### config.mk
export PLATFORM = sky130hd
export DESIGN_NAME = pipelined_adder_flat
export DESIGN_NICKNAME = d
export VERILOG_FILES = /design/src/rtl/pipelined_adder_if.sv /design/src/rtl/pipelined_adder.sv /design/src/flat_wrapper.sv
export SDC_FILE = /design/constraint.sdc
export NUM_CORES = 1
export LEC_CHECK = 0
export BUFFER_PORTS_ARGS = -buffer_cell sky130_fd_sc_hd__buf_2
export CAP_MARGIN = 5
export CORE_ASPECT_RATIO = 1.25
export CORE_MARGIN = 4
export CORE_UTILIZATION = 58
export DETAILED_ROUTE_END_ITERATION = 10
export PLACE_DENSITY_LB_ADDON = 0.15
export SLEW_MARGIN = 0
export SYNTH_ARGS = -nofsm -noshare
export SYNTH_HDL_FRONTEND = slang
export SYNTH_SLANG_ARGS = --single-unit
### constraint.sdc
create_clock -name clk -period 2.8 [get_ports clk]
set_input_delay 0.42 -clock clk [delete_from_list [all_inputs] [get_ports clk]]
set_output_delay 0.42 -clock clk [all_outputs]
set_load 0.01 [all_outputs]
### src/rtl/pipelined_adder_if.sv
// Operand/result bus of the pipelined adder.
// Handshake: a transfer happens on a rising edge where valid && ready; the source holds its payload until then.
interface pipelined_adder_if #(
  parameter int WIDTH = 32
);
  logic             io_enq_valid;
  logic             io_enq_ready;
  logic             io_enq_sub;
  logic             io_enq_cin;
  logic [WIDTH-1:0] io_enq_lhs;
  logic [WIDTH-1:0] io_enq_rhs;
  logic             io_deq_valid;
  logic             io_deq_ready;
  logic [WIDTH-1:0] io_deq_out;
  logic             io_deq_cout;
  logic             io_deq_ovf;

  modport master (
    output io_enq_valid, io_enq_sub, io_enq_cin, io_enq_lhs, io_enq_rhs, io_deq_ready,
    input  io_enq_ready, io_deq_valid, io_deq_out, io_deq_cout, io_deq_ovf
  );

  modport slave (
    input  io_enq_valid, io_enq_sub, io_enq_cin, io_enq_lhs, io_enq_rhs, io_deq_ready,
    output io_enq_ready, io_deq_valid, io_deq_out, io_deq_cout, io_deq_ovf
  );
endinterface

### src/rtl/pipelined_adder.sv
// Add/subtract unit whose carry chain is cut into STAGES registered chunks.
// Every stage is an elastic slot: it loads whenever it is empty or its downstream moves.
module pipelined_adder #(
  parameter int WIDTH  = 32,
  parameter int STAGES = 4
) (
  input  logic             clk,
  input  logic             reset,
  pipelined_adder_if.slave io
);
  localparam int C  = WIDTH / STAGES;
  localparam int CW = C + 1;

  logic [STAGES-1:0] r_v;
  logic [STAGES-1:0] r_c;
  logic [STAGES-1:0] r_sub;
  logic [WIDTH-1:0]  r_a   [STAGES];
  logic [WIDTH-1:0]  r_b   [STAGES];
  logic [WIDTH-1:0]  r_res [STAGES];

  logic [STAGES-1:0] w_rdy;
  logic [STAGES-1:0] w_in_v;
  logic [STAGES-1:0] w_in_c;
  logic [STAGES-1:0] w_in_sub;
  logic [WIDTH-1:0]  w_in_a    [STAGES];
  logic [WIDTH-1:0]  w_in_b    [STAGES];
  logic [WIDTH-1:0]  w_in_res  [STAGES];
  logic [WIDTH-1:0]  w_res_nxt [STAGES];
  logic [C:0]        w_sum     [STAGES];

  always_comb begin
    w_in_v    = '0;
    w_in_c    = '0;
    w_in_sub  = '0;
    w_rdy     = '0;
    w_in_a    = '{default: '0};
    w_in_b    = '{default: '0};
    w_in_res  = '{default: '0};
    w_res_nxt = '{default: '0};
    w_sum     = '{default: '0};

    // Subtraction is lhs + ~rhs + ~cin; the operand is inverted once on entry.
    w_in_v[0]   = io.io_enq_valid;
    w_in_sub[0] = io.io_enq_sub;
    w_in_c[0]   = io.io_enq_cin ^ io.io_enq_sub;
    w_in_a[0]   = io.io_enq_lhs;
    w_in_b[0]   = io.io_enq_sub ? ~io.io_enq_rhs : io.io_enq_rhs;

    for (int k = 1; k < STAGES; k++) begin
      w_in_v[k]   = r_v[k-1];
      w_in_sub[k] = r_sub[k-1];
      w_in_c[k]   = r_c[k-1];
      w_in_a[k]   = r_a[k-1];
      w_in_b[k]   = r_b[k-1];
      w_in_res[k] = r_res[k-1];
    end

    for (int k = 0; k < STAGES; k++) begin
      w_sum[k] = {1'b0, w_in_a[k][k*C +: C]} + {1'b0, w_in_b[k][k*C +: C]} + CW'(w_in_c[k]);
      w_res_nxt[k] = w_in_res[k];
      w_res_nxt[k][k*C +: C] = w_sum[k][C-1:0];
      // Stage k can move iff deq is ready or some stage from k downward is empty.
      w_rdy[k] = io.io_deq_ready || !(&(r_v | ((STAGES'(1) << k) - STAGES'(1))));
    end
  end

  always_ff @(posedge clk or negedge reset) begin
    if (!reset) begin
      r_v   <= '0;
      r_c   <= '0;
      r_sub <= '0;
      for (int k = 0; k < STAGES; k++) begin
        r_a[k]   <= '0;
        r_b[k]   <= '0;
        r_res[k] <= '0;
      end
    end else begin
      for (int k = 0; k < STAGES; k++) begin
        if (w_rdy[k]) begin
          r_v[k]   <= w_in_v[k];
          r_c[k]   <= w_sum[k][C];
          r_sub[k] <= w_in_sub[k];
          r_a[k]   <= w_in_a[k];
          r_b[k]   <= w_in_b[k];
          r_res[k] <= w_res_nxt[k];
        end
      end
    end
  end

  assign io.io_enq_ready = w_rdy[0];
  assign io.io_deq_valid = r_v[STAGES-1];
  assign io.io_deq_out   = r_res[STAGES-1];
  assign io.io_deq_cout  = r_c[STAGES-1] ^ r_sub[STAGES-1];
  assign io.io_deq_ovf   = (r_a[STAGES-1][WIDTH-1] == r_b[STAGES-1][WIDTH-1]) &&
                           (r_res[STAGES-1][WIDTH-1] != r_a[STAGES-1][WIDTH-1]);
endmodule

### src/flat_wrapper.sv
// flat-port wrapper written by rule: the top's interface ports become plain ports
module pipelined_adder_flat 
#(
  parameter int WIDTH  = 32,
  parameter int STAGES = 4
)
  (clk, reset, io_io_enq_valid, io_io_enq_sub, io_io_enq_cin, io_io_enq_lhs, io_io_enq_rhs, io_io_deq_ready, io_io_enq_ready, io_io_deq_valid, io_io_deq_out, io_io_deq_cout, io_io_deq_ovf);
  pipelined_adder_if #(.WIDTH(WIDTH)) io_i ();
  input  logic clk;
  input  logic reset;
  input wire logic [$bits(io_i.io_enq_valid)-1:0] io_io_enq_valid;
  input wire logic [$bits(io_i.io_enq_sub)-1:0] io_io_enq_sub;
  input wire logic [$bits(io_i.io_enq_cin)-1:0] io_io_enq_cin;
  input wire logic [$bits(io_i.io_enq_lhs)-1:0] io_io_enq_lhs;
  input wire logic [$bits(io_i.io_enq_rhs)-1:0] io_io_enq_rhs;
  input wire logic [$bits(io_i.io_deq_ready)-1:0] io_io_deq_ready;
  output wire logic [$bits(io_i.io_enq_ready)-1:0] io_io_enq_ready;
  output wire logic [$bits(io_i.io_deq_valid)-1:0] io_io_deq_valid;
  output wire logic [$bits(io_i.io_deq_out)-1:0] io_io_deq_out;
  output wire logic [$bits(io_i.io_deq_cout)-1:0] io_io_deq_cout;
  output wire logic [$bits(io_i.io_deq_ovf)-1:0] io_io_deq_ovf;
  assign io_i.io_enq_valid = io_io_enq_valid;
  assign io_i.io_enq_sub = io_io_enq_sub;
  assign io_i.io_enq_cin = io_io_enq_cin;
  assign io_i.io_enq_lhs = io_io_enq_lhs;
  assign io_i.io_enq_rhs = io_io_enq_rhs;
  assign io_i.io_deq_ready = io_io_deq_ready;
  assign io_io_enq_ready = io_i.io_enq_ready;
  assign io_io_deq_valid = io_i.io_deq_valid;
  assign io_io_deq_out = io_i.io_deq_out;
  assign io_io_deq_cout = io_i.io_deq_cout;
  assign io_io_deq_ovf = io_i.io_deq_ovf;
  pipelined_adder #(.WIDTH(WIDTH), .STAGES(STAGES)) u_core (.clk(clk), .reset(reset), .io(io_i));
endmodule
==> run_results.csv <==
group,metric,value,unit
yosys,syn_area,0.00880,mm²
layout,ff_latch_area,0.00475,mm²
worst_hold_path,hold_path_class,"in -> async",
pwr,power_density,911,mW/mm²
critical_path,cp-start-kind,"flop",
route,drtIter0Drc,283,
die,fp-row-count,50,
timing,setup_viol,0,
placed_design,dpl_worst_slack,173,ps
yosys,synth.area.top_cells,"dfrtp_1 54%, nand2_1 11%, mux2_2 7.7%",
yosys,synth.most_common_cell,"nand2_1",
status,status,"complete, no violations",
yosys,ys_seq_elements,190,
layout,syn_to_final_growth,12.2,%
yosys,synth-edff-count,0,
layout,antenna_cells,0,
timing,worstMarginPinSlew,759,ps
timing,slew_headroom,49.4,%
clock_network,h-tree-depth,4,
yosys,ys.flop_type,"dfrtp_1",
yosys,syn_area_per_cell,10.4,µm²
global_route,grt_first_pass_wirelength,29700,µm
clock_network,cts_sinks,190,
yosys,netlist_top_cells_count,"250 x nand2_1, 190 x dfrtp_1, 64 x o21ai_0, 60 x mux2_2, 33 x buf_4",
timing,period_minus_slack,2430,ps
route,routed_wirelength,17100,µm
yosys,synth.largest_area_cell,"dfrtp_1",
critical_path,critPathSlowestCell,"fa_1",
route,dr.pass1.iters,4,
die,dieArea,0.0172,mm²
route,vias_per_cell,5.32,
critical_path,crit_type,"reg -> reg",
critical_path,crit_arrival,2710,ps
critical_path,cpLargestDelayFamily,"adder cells",
layout,drive_above_1_share,22.8,%
timing,finClkSkew,9.09,ps
global_route,grt-ovfl-total,0,
placed_design,post-dp-hpwl,11500,µm
yosys,yosysSeqAreaShare,54.1,%
timing,fin_crit_sh,86.7,%
die,coreArea,0.0150,mm²
critical_path,crit_path_end_kind,"flop",
critical_path,r2r_slack,370,ps
yosys,async_flop_share,100,%
critical_path,cp_cell_sequence,"fa_1 -> fa_1 -> a211o_1 -> a211oi_1 -> o21bai_1 -> a21oi_1 -> a21oi_1",
layout,final_core_util,66.0,%
global_route,grt_use_total,21.2,%
clock_network,clock_path_buffers,2,
clock_network,cts_setup_buffers,0,
critical_path,r2r-start,"u_core.r_b[104]$_DFFE_PN0P_",
yosys,syn_nets,955,
clock_network,clkLatencyLatePin,430,ps
route,wl_per_cell,15.4,µm
critical_path,worst_r2r_path_depth,7,
run,drv_cap,0,
clock_network,postCtsHoldBufs,0,
pwr,ir_drop,0.000491,V
die,start_util,58.8,%
global_route,first_global_vias,6189,
die,die_w,118,µm
timing,rsz0062_at_grt,"false",
yosys,yosys_warnings,0,
route,post-route-drc-count,0,
clock_network,cts_inserted_buffers,17,
timing,worst_slack,372,ps
yosys,synth_top_area_share,54.1,%
placed_design,gp_congestion,0.815,
placed_design,dp.cells,1076,
yosys,postSynthCellCount,849,
timing,fmax,412,MHz
critical_path,r2r_end,"u_core.r_c[1]$_DFFE_PN0P_",
placed_design,portBuffers,105,
global_route,grt_max_degree,84,
layout,n_fill_cell,1186,
clock_network,cts_tree,"done",
timing,hold_viol,0,
pwr,power.static_leakage,4.74,nW
clock_network,post_cts_resized,0,
route,ant_nets,0,
critical_path,crit_buf_inv,0,
clock_network,cts-root-buf,"clkbuf_16",
critical_path,cp_max_fo,3,
critical_path,required,3080,ps
die,ioPinCount,106,
layout,multi_input_area,0.00357,mm²
layout,layout.nets,1019,
critical_path,max_stage_delay,490,ps
global_route,antenna_found_initial,0,
clock_network,path_clk_slew,60,ps
route,vias,5886,
timing,fin_setup_tns,0,ps
layout,final_cells,1107,
die,die_h,146,µm
timing,slew_viol_final,0,
yosys,synth.distinct_cells,35,
==> logic make-up (layout without fill, tap and decap cells) <==
logic type	count (synthesis)	in the layout	share of synthesized area, %
and+or+nand+nor	300	300	13.6
DFF	190	190	54.1
AOI/OAI and AO/OA	130	130	8.63
buffers and inverters	85	161	5.45
muxes	60	60	7.68
xor gates and xnor gates	48	48	4.78
adders and majority gates	36	36	5.80
==> worst max-delay path by stage <==
stage                                          endpoint  cells after the start  slack [ps]                   startpoint
final                         u_core.r_c[1]$_DFFE_PN0P_                      7         370  u_core.r_b[104]$_DFFE_PN0P_
after global routing          u_core.r_c[1]$_DFFE_PN0P_                      7         220  u_core.r_b[104]$_DFFE_PN0P_
after detailed placement  u_core.r_res[102]$_DFFE_PN0P_                     10         170                io_io_enq_sub
after CTS                     u_core.r_c[1]$_DFFE_PN0P_                      7         380  u_core.r_b[104]$_DFFE_PN0P_
after floorplan           u_core.r_res[102]$_DFFE_PN0P_                     11         290                io_io_enq_sub
after global placement    u_core.r_res[102]$_DFFE_PN0P_                     10         350                io_io_enq_sub
==> report_power, final <==
group          total, W  internal [W]  switching, W
Clock           0.00253       0.00153      0.000993
Sequential      0.00404       0.00357      0.000463
Combinational   0.00243       0.00115       0.00127
Total           0.00899       0.00626       0.00273
==> cells in the final DEF (no fill, tap or decap), types with 8 or more instances in the layout <==
| master | instances |
|---|---|
| nor3_1 | 8 |
| xnor2_1 | 25 |
| clkbuf_16 | 17 |
| a211oi_1 | 12 |
| inv_1 | 15 |
| buf_2 | 104 |
| dfrtp_1 | 190 |
| a21oi_1 | 23 |
| xor2_1 | 23 |
| fa_1 | 8 |
| nor2_1 | 27 |
| mux2_2 | 60 |
| ha_1 | 28 |
| o21ai_0 | 64 |
| nand2_1 | 250 |
==> cell type report <==
type | count | share of cell area, %
Clock buffer | 20 | 4.63
Clock inverter | 11 | 1.67
Inverter | 16 | 0.608
Multi-Input combinational cell | 574 | 36.2
Sequential cell | 190 | 48.2
Tap cell | 182 | 2.31
Timing Repair Buffer | 114 | 6.48
==> worst register-to-register path, cell delays in order (launching register included) <==
cell	delay (ps)
dfrtp_1	410
fa_1	490
fa_1	440
a211o_1	300
a211oi_1	290
o21bai_1	120
a21oi_1	150
a21oi_1	80
==> through the flow <==
stage	instance area [µm²]	power, W	hold slack (ps)
after floorplan	8800	0.00600	124
after global placement	9250	0.00638	445
after detailed placement	9250	0.00653	450
after CTS	9870	0.00909	55.9
after global routing	9870	0.00958	77.7
final	9870	0.00899	33.1
==> flip-flops by register name, indices dropped and copies added, names as in the netlist <==
name / flops
u_core.r_a: 49
u_core.r_b: 49
u_core.r_res: 48
u_core.io.io_deq_out: 32
u_core.r_c: 4
u_core.r_sub: 4
u_core.r_v: 4
==> metal layers <==
layer  wire length (µm)  vias up  global-route usage [%]
met5                  0        -                       0
met4                352        0                    7.27
met3                622       29                    4.32
met2               8540      116                    35.3
met1               7560     2858                    27.9
li1                   -     2883                       -
(Power assumes the default switching activity.)
